--- src/rtl/fpu_add_arbiter_pkg.sv ---
// Shared definitions for the two-requester FADD arbiter: op encodings, FP field positions, FSM states.
package fpu_add_arbiter_pkg;

    typedef enum logic {
        FADD = 1'b0,
        FSUB = 1'b1
    } fp_op_t;

    localparam int SIGN_BIT = 31;
    localparam int EXP_MSB  = 30;
    localparam int EXP_LSB  = 23;
    localparam int MAN_MSB  = 22;

    typedef enum logic [1:0] {
        ST_IDLE = 2'd0,
        ST_EXEC = 2'd1,
        ST_WB   = 2'd2
    } state_t;

    // Denormals are not special: only an all-zero exponent and mantissa counts as zero.
    function automatic logic fp_is_zero(input logic [31:0] v);
        return {v[EXP_MSB:EXP_LSB], v[MAN_MSB:0]} == '0;
    endfunction

endpackage

--- src/rtl/fpu_add_arbiter_if.sv ---
// Issue/response bus of the FADD arbiter plus the wires to the shared adder datapath.
interface fpu_add_arbiter_if;
    logic [1:0]  req_valid;
    logic [1:0]  req_ready;
    logic [1:0]  req_sub;
    logic [31:0] req0_op1;
    logic [31:0] req0_op2;
    logic [31:0] req1_op1;
    logic [31:0] req1_op2;
    logic [1:0]  resp_valid;
    logic [1:0]  resp_ready;
    logic [31:0] resp0_data;
    logic [31:0] resp1_data;
    logic        busy;
    logic        adder_op;
    logic [31:0] adder_a;
    logic [31:0] adder_b;
    logic [31:0] adder_result;

    modport master (
        output req_valid, req_sub, req0_op1, req0_op2, req1_op1, req1_op2,
               resp_ready, adder_result,
        input  req_ready, resp_valid, resp0_data, resp1_data, busy,
               adder_op, adder_a, adder_b
    );

    modport slave (
        input  req_valid, req_sub, req0_op1, req0_op2, req1_op1, req1_op2,
               resp_ready, adder_result,
        output req_ready, resp_valid, resp0_data, resp1_data, busy,
               adder_op, adder_a, adder_b
    );
endinterface

--- src/rtl/fpu_rr_arb2.sv ---
// Two-requester round-robin arbiter: combinational one-hot grant while enabled,
// pointer moves to the other requester whenever a grant is issued.
module fpu_rr_arb2 (
    input  logic       clk,
    input  logic       reset,
    input  logic       en,
    input  logic [1:0] elig,
    output logic [1:0] grant
);

    logic rr_ptr;

    always_comb begin
        grant = 2'b00;
        if (en) begin
            if (elig == 2'b11) begin
                grant = rr_ptr ? 2'b10 : 2'b01;
            end else begin
                grant = elig;
            end
        end
    end

    always_ff @(posedge clk) begin
        if (reset) begin
            rr_ptr <= 1'b0;
        end else if (grant[0]) begin
            rr_ptr <= 1'b1;
        end else if (grant[1]) begin
            rr_ptr <= 1'b0;
        end
    end

endmodule

--- src/rtl/fpu_add_arbiter.sv ---
// Shares one combinational FP adder between two requesters; result registered EXEC_CYCLES+1 edges after accept.
// A held response only blocks its own requester; zero operands bypass the adder.
module fpu_add_arbiter
    import fpu_add_arbiter_pkg::*;
#(
    parameter int EXEC_CYCLES = 2,
    parameter int CNT_W       = 4
) (
    input  logic             clk,
    input  logic             reset,
    fpu_add_arbiter_if.slave bus
);

    state_t            state;
    state_t            state_nxt;
    logic [CNT_W-1:0]  cnt;
    logic              owner;
    logic              a_zero;
    logic              b_zero;
    logic [1:0]        elig;
    logic [1:0]        grant;
    logic              accept;
    logic              sel;
    logic [31:0]       sel_op1;
    logic [31:0]       sel_op2;
    logic [31:0]       b_eff;
    logic [31:0]       wb_result;
    logic [31:0]       adder_a_q;
    logic [31:0]       adder_b_q;
    logic [1:0]        resp_valid_q;
    logic [31:0]       resp_data_q [2];

    // A requester whose response is still held may only reissue if that response drains this cycle.
    assign elig = bus.req_valid & (~resp_valid_q | bus.resp_ready);

    fpu_rr_arb2 u_arb (
        .clk   (clk),
        .reset (reset),
        .en    (state == ST_IDLE),
        .elig  (elig),
        .grant (grant)
    );

    assign accept = |grant;
    assign sel    = grant[1];

    always_comb begin
        sel_op1         = sel ? bus.req1_op1 : bus.req0_op1;
        sel_op2         = sel ? bus.req1_op2 : bus.req0_op2;
        b_eff           = sel_op2;
        b_eff[SIGN_BIT] = sel_op2[SIGN_BIT] ^ bus.req_sub[sel];
    end

    // The adder assumes a hidden bit, so zero operands are resolved here instead.
    always_comb begin
        if (a_zero && b_zero) begin
            wb_result = {adder_a_q[SIGN_BIT] & adder_b_q[SIGN_BIT], 31'b0};
        end else if (a_zero) begin
            wb_result = adder_b_q;
        end else if (b_zero) begin
            wb_result = adder_a_q;
        end else begin
            wb_result = bus.adder_result;
        end
    end

    always_comb begin
        state_nxt = state;
        case (state)
            ST_IDLE: if (accept) state_nxt = ST_EXEC;
            ST_EXEC: if (cnt == '0) state_nxt = ST_WB;
            ST_WB:   state_nxt = ST_IDLE;
            default: state_nxt = ST_IDLE;
        endcase
    end

    always_ff @(posedge clk) begin
        if (reset) begin
            state <= ST_IDLE;
        end else begin
            state <= state_nxt;
        end
    end

    always_ff @(posedge clk) begin
        if (reset) begin
            cnt          <= '0;
            owner        <= 1'b0;
            a_zero       <= 1'b0;
            b_zero       <= 1'b0;
            adder_a_q    <= '0;
            adder_b_q    <= '0;
            resp_valid_q <= 2'b00;
            for (int i = 0; i < 2; i++) begin
                resp_data_q[i] <= '0;
            end
        end else begin
            if (accept) begin
                adder_a_q <= sel_op1;
                adder_b_q <= b_eff;
                owner     <= sel;
                a_zero    <= fp_is_zero(sel_op1);
                b_zero    <= fp_is_zero(sel_op2);
                cnt       <= CNT_W'(EXEC_CYCLES - 1);
            end else if (state == ST_EXEC && cnt != '0) begin
                cnt <= cnt - CNT_W'(1);
            end
            // A write-back to the same requester wins over a consume on the same edge.
            for (int i = 0; i < 2; i++) begin
                if (state == ST_WB && owner == 1'(i)) begin
                    resp_valid_q[i] <= 1'b1;
                    resp_data_q[i]  <= wb_result;
                end else if (bus.resp_ready[i]) begin
                    resp_valid_q[i] <= 1'b0;
                end
            end
        end
    end

    assign bus.req_ready  = grant;
    assign bus.resp_valid = resp_valid_q;
    assign bus.resp0_data = resp_data_q[0];
    assign bus.resp1_data = resp_data_q[1];
    assign bus.busy       = (state != ST_IDLE);
    assign bus.adder_op   = FADD;
    assign bus.adder_a    = adder_a_q;
    assign bus.adder_b    = adder_b_q;

endmodule
--- src/flat_wrapper.sv ---
// flat-port wrapper written by rule: the top's interface ports become plain ports
module fpu_add_arbiter_flat import fpu_add_arbiter_pkg::*;
#(
    parameter int EXEC_CYCLES = 2,
    parameter int CNT_W       = 4
)
  (clk, reset, bus_req_valid, bus_req_sub, bus_req0_op1, bus_req0_op2, bus_req1_op1, bus_req1_op2, bus_resp_ready, bus_adder_result, bus_req_ready, bus_resp_valid, bus_resp0_data, bus_resp1_data, bus_busy, bus_adder_op, bus_adder_a, bus_adder_b);
  fpu_add_arbiter_if bus_i ();
  input  logic clk;
  input  logic reset;
  input wire logic [$bits(bus_i.req_valid)-1:0] bus_req_valid;
  input wire logic [$bits(bus_i.req_sub)-1:0] bus_req_sub;
  input wire logic [$bits(bus_i.req0_op1)-1:0] bus_req0_op1;
  input wire logic [$bits(bus_i.req0_op2)-1:0] bus_req0_op2;
  input wire logic [$bits(bus_i.req1_op1)-1:0] bus_req1_op1;
  input wire logic [$bits(bus_i.req1_op2)-1:0] bus_req1_op2;
  input wire logic [$bits(bus_i.resp_ready)-1:0] bus_resp_ready;
  input wire logic [$bits(bus_i.adder_result)-1:0] bus_adder_result;
  output wire logic [$bits(bus_i.req_ready)-1:0] bus_req_ready;
  output wire logic [$bits(bus_i.resp_valid)-1:0] bus_resp_valid;
  output wire logic [$bits(bus_i.resp0_data)-1:0] bus_resp0_data;
  output wire logic [$bits(bus_i.resp1_data)-1:0] bus_resp1_data;
  output wire logic [$bits(bus_i.busy)-1:0] bus_busy;
  output wire logic [$bits(bus_i.adder_op)-1:0] bus_adder_op;
  output wire logic [$bits(bus_i.adder_a)-1:0] bus_adder_a;
  output wire logic [$bits(bus_i.adder_b)-1:0] bus_adder_b;
  assign bus_i.req_valid = bus_req_valid;
  assign bus_i.req_sub = bus_req_sub;
  assign bus_i.req0_op1 = bus_req0_op1;
  assign bus_i.req0_op2 = bus_req0_op2;
  assign bus_i.req1_op1 = bus_req1_op1;
  assign bus_i.req1_op2 = bus_req1_op2;
  assign bus_i.resp_ready = bus_resp_ready;
  assign bus_i.adder_result = bus_adder_result;
  assign bus_req_ready = bus_i.req_ready;
  assign bus_resp_valid = bus_i.resp_valid;
  assign bus_resp0_data = bus_i.resp0_data;
  assign bus_resp1_data = bus_i.resp1_data;
  assign bus_busy = bus_i.busy;
  assign bus_adder_op = bus_i.adder_op;
  assign bus_adder_a = bus_i.adder_a;
  assign bus_adder_b = bus_i.adder_b;
  fpu_add_arbiter #(.EXEC_CYCLES(EXEC_CYCLES), .CNT_W(CNT_W)) u_core (.clk(clk), .reset(reset), .bus(bus_i));
endmodule
--- config.mk ---
export PLATFORM = sky130hd
export DESIGN_NAME = fpu_add_arbiter_flat
export DESIGN_NICKNAME = d
export VERILOG_FILES = /design/src/rtl/fpu_add_arbiter_pkg.sv /design/src/rtl/fpu_add_arbiter_if.sv /design/src/rtl/fpu_rr_arb2.sv /design/src/rtl/fpu_add_arbiter.sv /design/src/flat_wrapper.sv
export SDC_FILE = /design/constraint.sdc
export NUM_CORES = 1
export LEC_CHECK = 0
export CAP_MARGIN = 20
export CORE_ASPECT_RATIO = 0.5
export CORE_UTILIZATION = 45
export DETAILED_ROUTE_END_ITERATION = 12
export GPL_TIMING_DRIVEN = 0
export PLACE_DENSITY = 0.95
export SLEW_MARGIN = 20
export SYNTH_ARGS = -nofsm -noshare
export SYNTH_HDL_FRONTEND = slang
export SYNTH_SLANG_ARGS = --single-unit
export TNS_END_PERCENT = 20
--- constraint.sdc ---
create_clock -name clk -period 3.3 [get_ports clk]
set_clock_uncertainty 0.05 [all_clocks]
set_input_delay 0.66 -clock clk [delete_from_list [all_inputs] [get_ports clk]]
set_output_delay 0.66 -clock clk [all_outputs]
set_load 0.01 [all_outputs]
Yosys cells after proc, flatten, opt, wreduce, memory -nomap -nowiden

Memories as Yosys holds them, arrays and structs flattened.
Cells that the tools add are included.
Widths: inputs -> output; s select.

Register bits: 76
Memory bits (writable): 64
Output and inout port bits: 134
Logic and storage cells: 75
Memories: 1

Add/sub/neg operators: 1
Magnitude comparators: 1
Equal/unequal tests: 5
Muxes and demuxes: 31
Bitwise gates (word level): 8
Reductions and logical operators: 17

Memories:

| memory             | depth | width | rd ports | clocked after Yosys merged registers in | write ports | RTL line              | text |
|---|---|---|---|---|---|---|---|
| u_core.resp_data_q | 2     | 32    | 2        | 0                                       | 2           | fpu_add_arbiter.sv:31 | `logic [31:0] resp_data_q [2];` |

Operator list:

| cell                | count |
|---|---|
| $mux 32             | 7 |
| $logic_not 31->1    | 2 |
| $mux 1              | 18 |
| $mux 2              | 5 |
| $reduce_bool 2->1   | 5 |
| $eq 2x2->1 const B  | 2 |
| $logic_and 1x1->1   | 4 |
| $logic_not 4->1     | 1 |
| $ne 2x1->1 const B  | 2 |
| $pmux 2 s2          | 1 |
| $reduce_bool 4->1   | 1 |
| $sub 4x1->4 const B | 1 |
| $reduce_or 3->1     | 1 |
| $and 2x2->2         | 1 |
| $eq 2x1->1 const B  | 1 |
| $logic_not 2->1     | 1 |
| $lt 1x2->1 const B  | 1 |
| $not 2->2           | 1 |
| $or 1x1->1          | 2 |
| $or 2x2->2          | 1 |
| $reduce_and 2->1    | 1 |
| $reduce_or 2->1     | 1 |
| $and 1x1->1         | 1 |
| $not 1->1           | 1 |
| $xor 1x1->1         | 1 |

Longest topological paths before layout

Word-level depth: 9
Mapped depth: 7
Gate-level depth less buffers: 6

By module

Synthesis repeated with hierarchy kept, for this count alone.

Cells, all modules: 688
Area, all modules: 6588.8 um^2

By module, submodules not included:

| module          | instances | cells an instance | area an instance (um^2) |
|---|---|---|---|
| fpu_add_arbiter | 1         | 680               | 6533.8 |
| fpu_rr_arb2     | 1         | 8                 | 55.1 |

Worst setup path after synthesis

No wires, ideal clock.

Path type: in2reg
Start point: in reset
End point: mem u_core.resp_data_q[0][0], enable pin
Library setup time: 0.394 ns
Arrival time: 1.992 ns
Required time: 2.856 ns
Slack: 0.864 ns
Cell stages on the path: 3
Buffers on the path: 2
Path through: clkbuf_1 > clkbuf_1 > nand2b_1

RTL lines:

| what               | RTL line              | text |
|---|---|---|
| start: declaration | flat_wrapper.sv:10    | `input logic reset;` |
| end: declaration   | fpu_add_arbiter.sv:31 |  |

Worst setup path in the final report

Start point: in bus_resp_ready[1]
End point: out bus_req_ready[1]

Cells in the longest elaborated chain, start to end: 5

RTL lines:

| what               | RTL line              | text |
|---|---|---|
| start: declaration | flat_wrapper.sv:17    | `input wire logic [$bits(bus_i.resp_ready)-1:0] bus_resp_ready;` |
| $or 2x2->2 *       | fpu_add_arbiter.sv:34 | `assign elig = bus.req_valid & (~resp_valid_q \| bus.resp_ready);` |
| $and 2x2->2 *      | fpu_add_arbiter.sv:34 |  |
| $eq 2x2->1         | fpu_rr_arb2.sv:16     | `if (elig == 2'b11) begin` |
| $mux 2 *           | fpu_rr_arb2.sv:16     |  |
| $mux 2 *           | fpu_rr_arb2.sv:15     | `if (en) begin` |
| end: declaration   | flat_wrapper.sv:19    | `output wire logic [$bits(bus_i.req_ready)-1:0] bus_req_ready;` |

Every way passes the cells marked *; elsewhere a longest branch is shown, timed or not.

==> reports/qor.csv <==
stage;metric;value;unit
place;port bufs;299;
clock_tree;Hold Buf Count CTS;0;
setup_path;required time worst endpoint;2.59;ns
grt;antenna violations before repair;1;
floorplanning;IO Pins;302;
floorplanning;initial core utilization;46.84;%
sta;final setup margin;0.09546;ns
clock_tree;CTS H-tree lvls;4;
grt;final global-route overflow total;0;
detailed_routing;met1 wire length;9909;um
detailed_routing;wire per inst;22.19;um
clock_tree;Clock Tree Root;clkbuf_16;
grt;largest net degree at the start of global routing;30;
sta;final hold vios;0;
setup_path;kind of critical path;input pin to output pin;
setup_path;CP Capture Type;output pin;
logic_synthesis;Mapped Area;6452;sq um
detailed_routing;Iter 0 DRT Violations;662;
place;DP Area;9738;sq um
sta;Final TNS setup;0;ns
logic_synthesis;Post-synth ARST share;0;%
logic_synthesis;Commonest cells post-synth;nor2_1, mux2i_1, dfxtp_1;
place;placed cells;1107;
sta;Tcrit/Tclk final;97.11;%
floorplanning;die area;14850;sq um
floorplanning;FP Rows;30;
clock_tree;CTS tree;built;
place;DP HPWL;19860;um
logic_synthesis;#FFs+latches synth;140;
detailed_routing;Residual DRC;0;
logic_synthesis;cell with the most instances after synthesis;nor2_1;
logic_synthesis;Synth Warn #;0;
setup_path;worst reg2reg path depth;6;
logic_synthesis;post-synth top area cell;edfxtp_1;
cells_and_area;Antenna diodes;0;
detailed_routing;met3 wire len;2431;um
clock_tree;maximum buffer depth of the clock tree;2;
logic_synthesis;Synth Net Count;783;
setup_path;critical-path cell list;clkdlybuf4s50_1 -> nand2b_4 -> and3_1 -> o21a_4 -> buf_12 -> buf_6 -> clkdlybuf4s50_1;
cells_and_area;synth-to-layout area growth;60.36;%
sta;unrepaired setup endpoints after global routing;false;
setup_path;Top delay family on crit path;buffers and inverters;
clock_tree;CTS Buf Count;17;
power;Lkg Pwr;3.704;nW
sta;Max Fclk;312.1;MHz
place;routability congestion estimate;1.035;
detailed_routing;top sig layer;met5;
logic_synthesis;post-synth cell types;39;
setup_path;WP buf/inv;4;
setup_path;CP max stage cell;clkdlybuf4s50_1;
detailed_routing;Routed WL;25280;um
logic_synthesis;Mean Syn Cell Area;10.51;sq um
sta;pin slew with the least headroom to its limit;0.6535;ns
grt;Total Routing Usage GR;33.96;%
floorplanning;Core Box Area;13780;sq um
logic_synthesis;cell count after synthesis;614;
setup_path;critical path depth in cells;7;
logic_synthesis;Synth top area share;29.78;%
sta;final setup vio count;0;
flow_run;Max-Cap Viols;0;
clock_tree;clock sinks;140;
detailed_routing;number of routed nets with antenna violations;0;
place;Place WS;0.06299;ns
floorplanning;DIE HEIGHT;86.67;um
setup_path;worst-path maximum fanout;10;
cells_and_area;post-route design area;10350;sq um
worst_hold_path;Hold WC Path Type;flop to flop;
clock_tree;clock latency on the worst-skew pair;0.42;ns
logic_synthesis;number of synthesized flops with an enable pin;64;
sta;fin. max-slew vios;0;
detailed_routing;WL met2;12030;um
power;pwr/cell area;518.1;nW/um^2
floorplanning;die width;171.3;um
setup_path;CP dominant cell by count;clkdlybuf4s50_1;
cells_and_area;Final #Nets;1103;
logic_synthesis;Synth Flop Type;dfxtp_1;
grt;first-pass GRT wire length;36340;um
sta;hold slack final;0.4637;ns
detailed_routing;Vias/cell;5.649;
setup_path;Startpoint Class;input pin;
cells_and_area;layout filler cell count;900;
setup_path;Crit path largest cell delay;0.55;ns
worst_hold_path;hold depth;1;
detailed_routing;DRT Pass-1 Iters;5;
run_status;status;finished clean;
sta;Max-slew headroom;56.43;%
power;maximum VDD drop;362.7;uV
detailed_routing;DR vias;6434;
clock_tree;clk slew on worst S/H paths;0.06;ns
logic_synthesis;post-synthesis sequential area ratio;53.36;%
sta;crit path time final;3.205;ns
cells_and_area;Finished Layout Cells;1139;
setup_path;Critical Path AT;2.49;ns
logic_synthesis;synth top area cells;edfxtp_1, dfxtp_1, mux2i_1;
cells_and_area;share of cells above drive strength 1;5.913;%
grt;vias in the first global route;6277;
-- worst reg2reg max path: cells and delay by family, from the launching register on --
family	cells	cell delay (ns)
buf+inv	2	0.85
simple gates	3	0.63
flops	1	0.34
compound gates	1	0.16
-- kinds of logic (layout without fill, tap and decap cells) --
kind of cell / Yosys count / after routing / synth area share, %
AND/OR/NAND/NOR: 207 / 207 / 14.18
flip-flops: 140 / 140 / 53.36
AO/OA/AOI/OAI: 113 / 113 / 11.85
multiplexers: 95 / 95 / 14.74
buffers and inverters: 53 / 386 / 5.081
XOR/XNOR: 4 / 4 / 0.5431
adder cells (fa/ha/maj): 1 / 1 / 0.1939
other: 1 / 1 / 0.05812
-- what timing repair did --
action | 4_1_cts | 5_1_grt
resized for setup | 0 | 1
setup endpoints to repair | 0 | 1
setup buffers | 0 | 0
-- power by group --
| part | switching, W | internal, W | total, W |
|---|---|---|---|
| logic | 0.000598 | 0.000670 | 0.00127 |
| clock network | 0.000827 | 0.00115 | 0.00197 |
| registers | 0.000136 | 0.00198 | 0.00212 |
| total | 0.00156 | 0.00380 | 0.00536 |
-- path summary, 6_finish.rpt --
kind                      from                endpoint  slack, ns
min reg2reg      u_core.cnt[3]         u_core.state[1]       0.46
max          bus_resp_ready[1]        bus_req_ready[1]        0.1
min              u_core.cnt[3]         u_core.state[1]       0.46
max reg2reg    u_core.state[0]  u_core.bus.adder_a[30]       1.10
-- routing by layer --
metal | GRT usage (%) | up-vias
li1 | - | 2904
met1 | 41.51 | 3078
met2 | 55.03 | 374
met3 | 11.19 | 76
met4 | 15.34 | 2
met5 | 0 | -
-- area by class of cell --
cell class / count / area (sq um) / area share (%)
sequential: 140 / 3443 / 33.28
clock buffer: 18 / 429.2 / 4.148
inverter: 7 / 26.28 / 0.2539
multi-input combinational: 421 / 2694 / 26.03
tap: 192 / 240.2 / 2.322
buffer: 46 / 301.5 / 2.914
timing repair buffer: 301 / 3040 / 29.38
clock inverter: 14 / 172.7 / 1.669
-- registers in the layout, indices dropped and copies added, names as in the netlist --
name	flops
u_core.a_zero	1
u_core.b_zero	1
u_core.bus.adder_a	32
u_core.bus.adder_b	32
u_core.bus.resp_valid	2
u_core.cnt	4
u_core.owner	1
u_core.resp_data_q	64
u_core.state	2
u_core.u_arb.rr_ptr	1
-- metrics by stage --
step | power [W] | util, %
6_report | 0.005360 | 75.11
5_1_grt | 0.005514 | 75.11
4_1_cts | 0.005334 | 75.06
3_5_place_dp | 0.003388 | 70.69
3_3_place_gp | 0.003346 | 70.31
2_1_floorplan | 0.002648 | -
-- cell usage in the layout, fill, tap and decap left out, types with 5 or more instances in the layout --
| cell type | instances |
|---|---|
| buf_12 | 7 |
| clkbuf_16 | 17 |
| nor4_1 | 25 |
| nor2_1 | 142 |
| dfxtp_1 | 76 |
| nand2b_1 | 5 |
| nand4_1 | 8 |
| nand2_1 | 6 |
| buf_2 | 7 |
| edfxtp_1 | 64 |
| inv_1 | 7 |
| clkdlybuf4s50_1 | 299 |
| mux2i_1 | 95 |
| nor3_1 | 9 |
| a211oi_1 | 63 |
| a21oi_1 | 38 |
| clkbuf_1 | 29 |
Note: power is estimated with default switching activity, not from simulation.
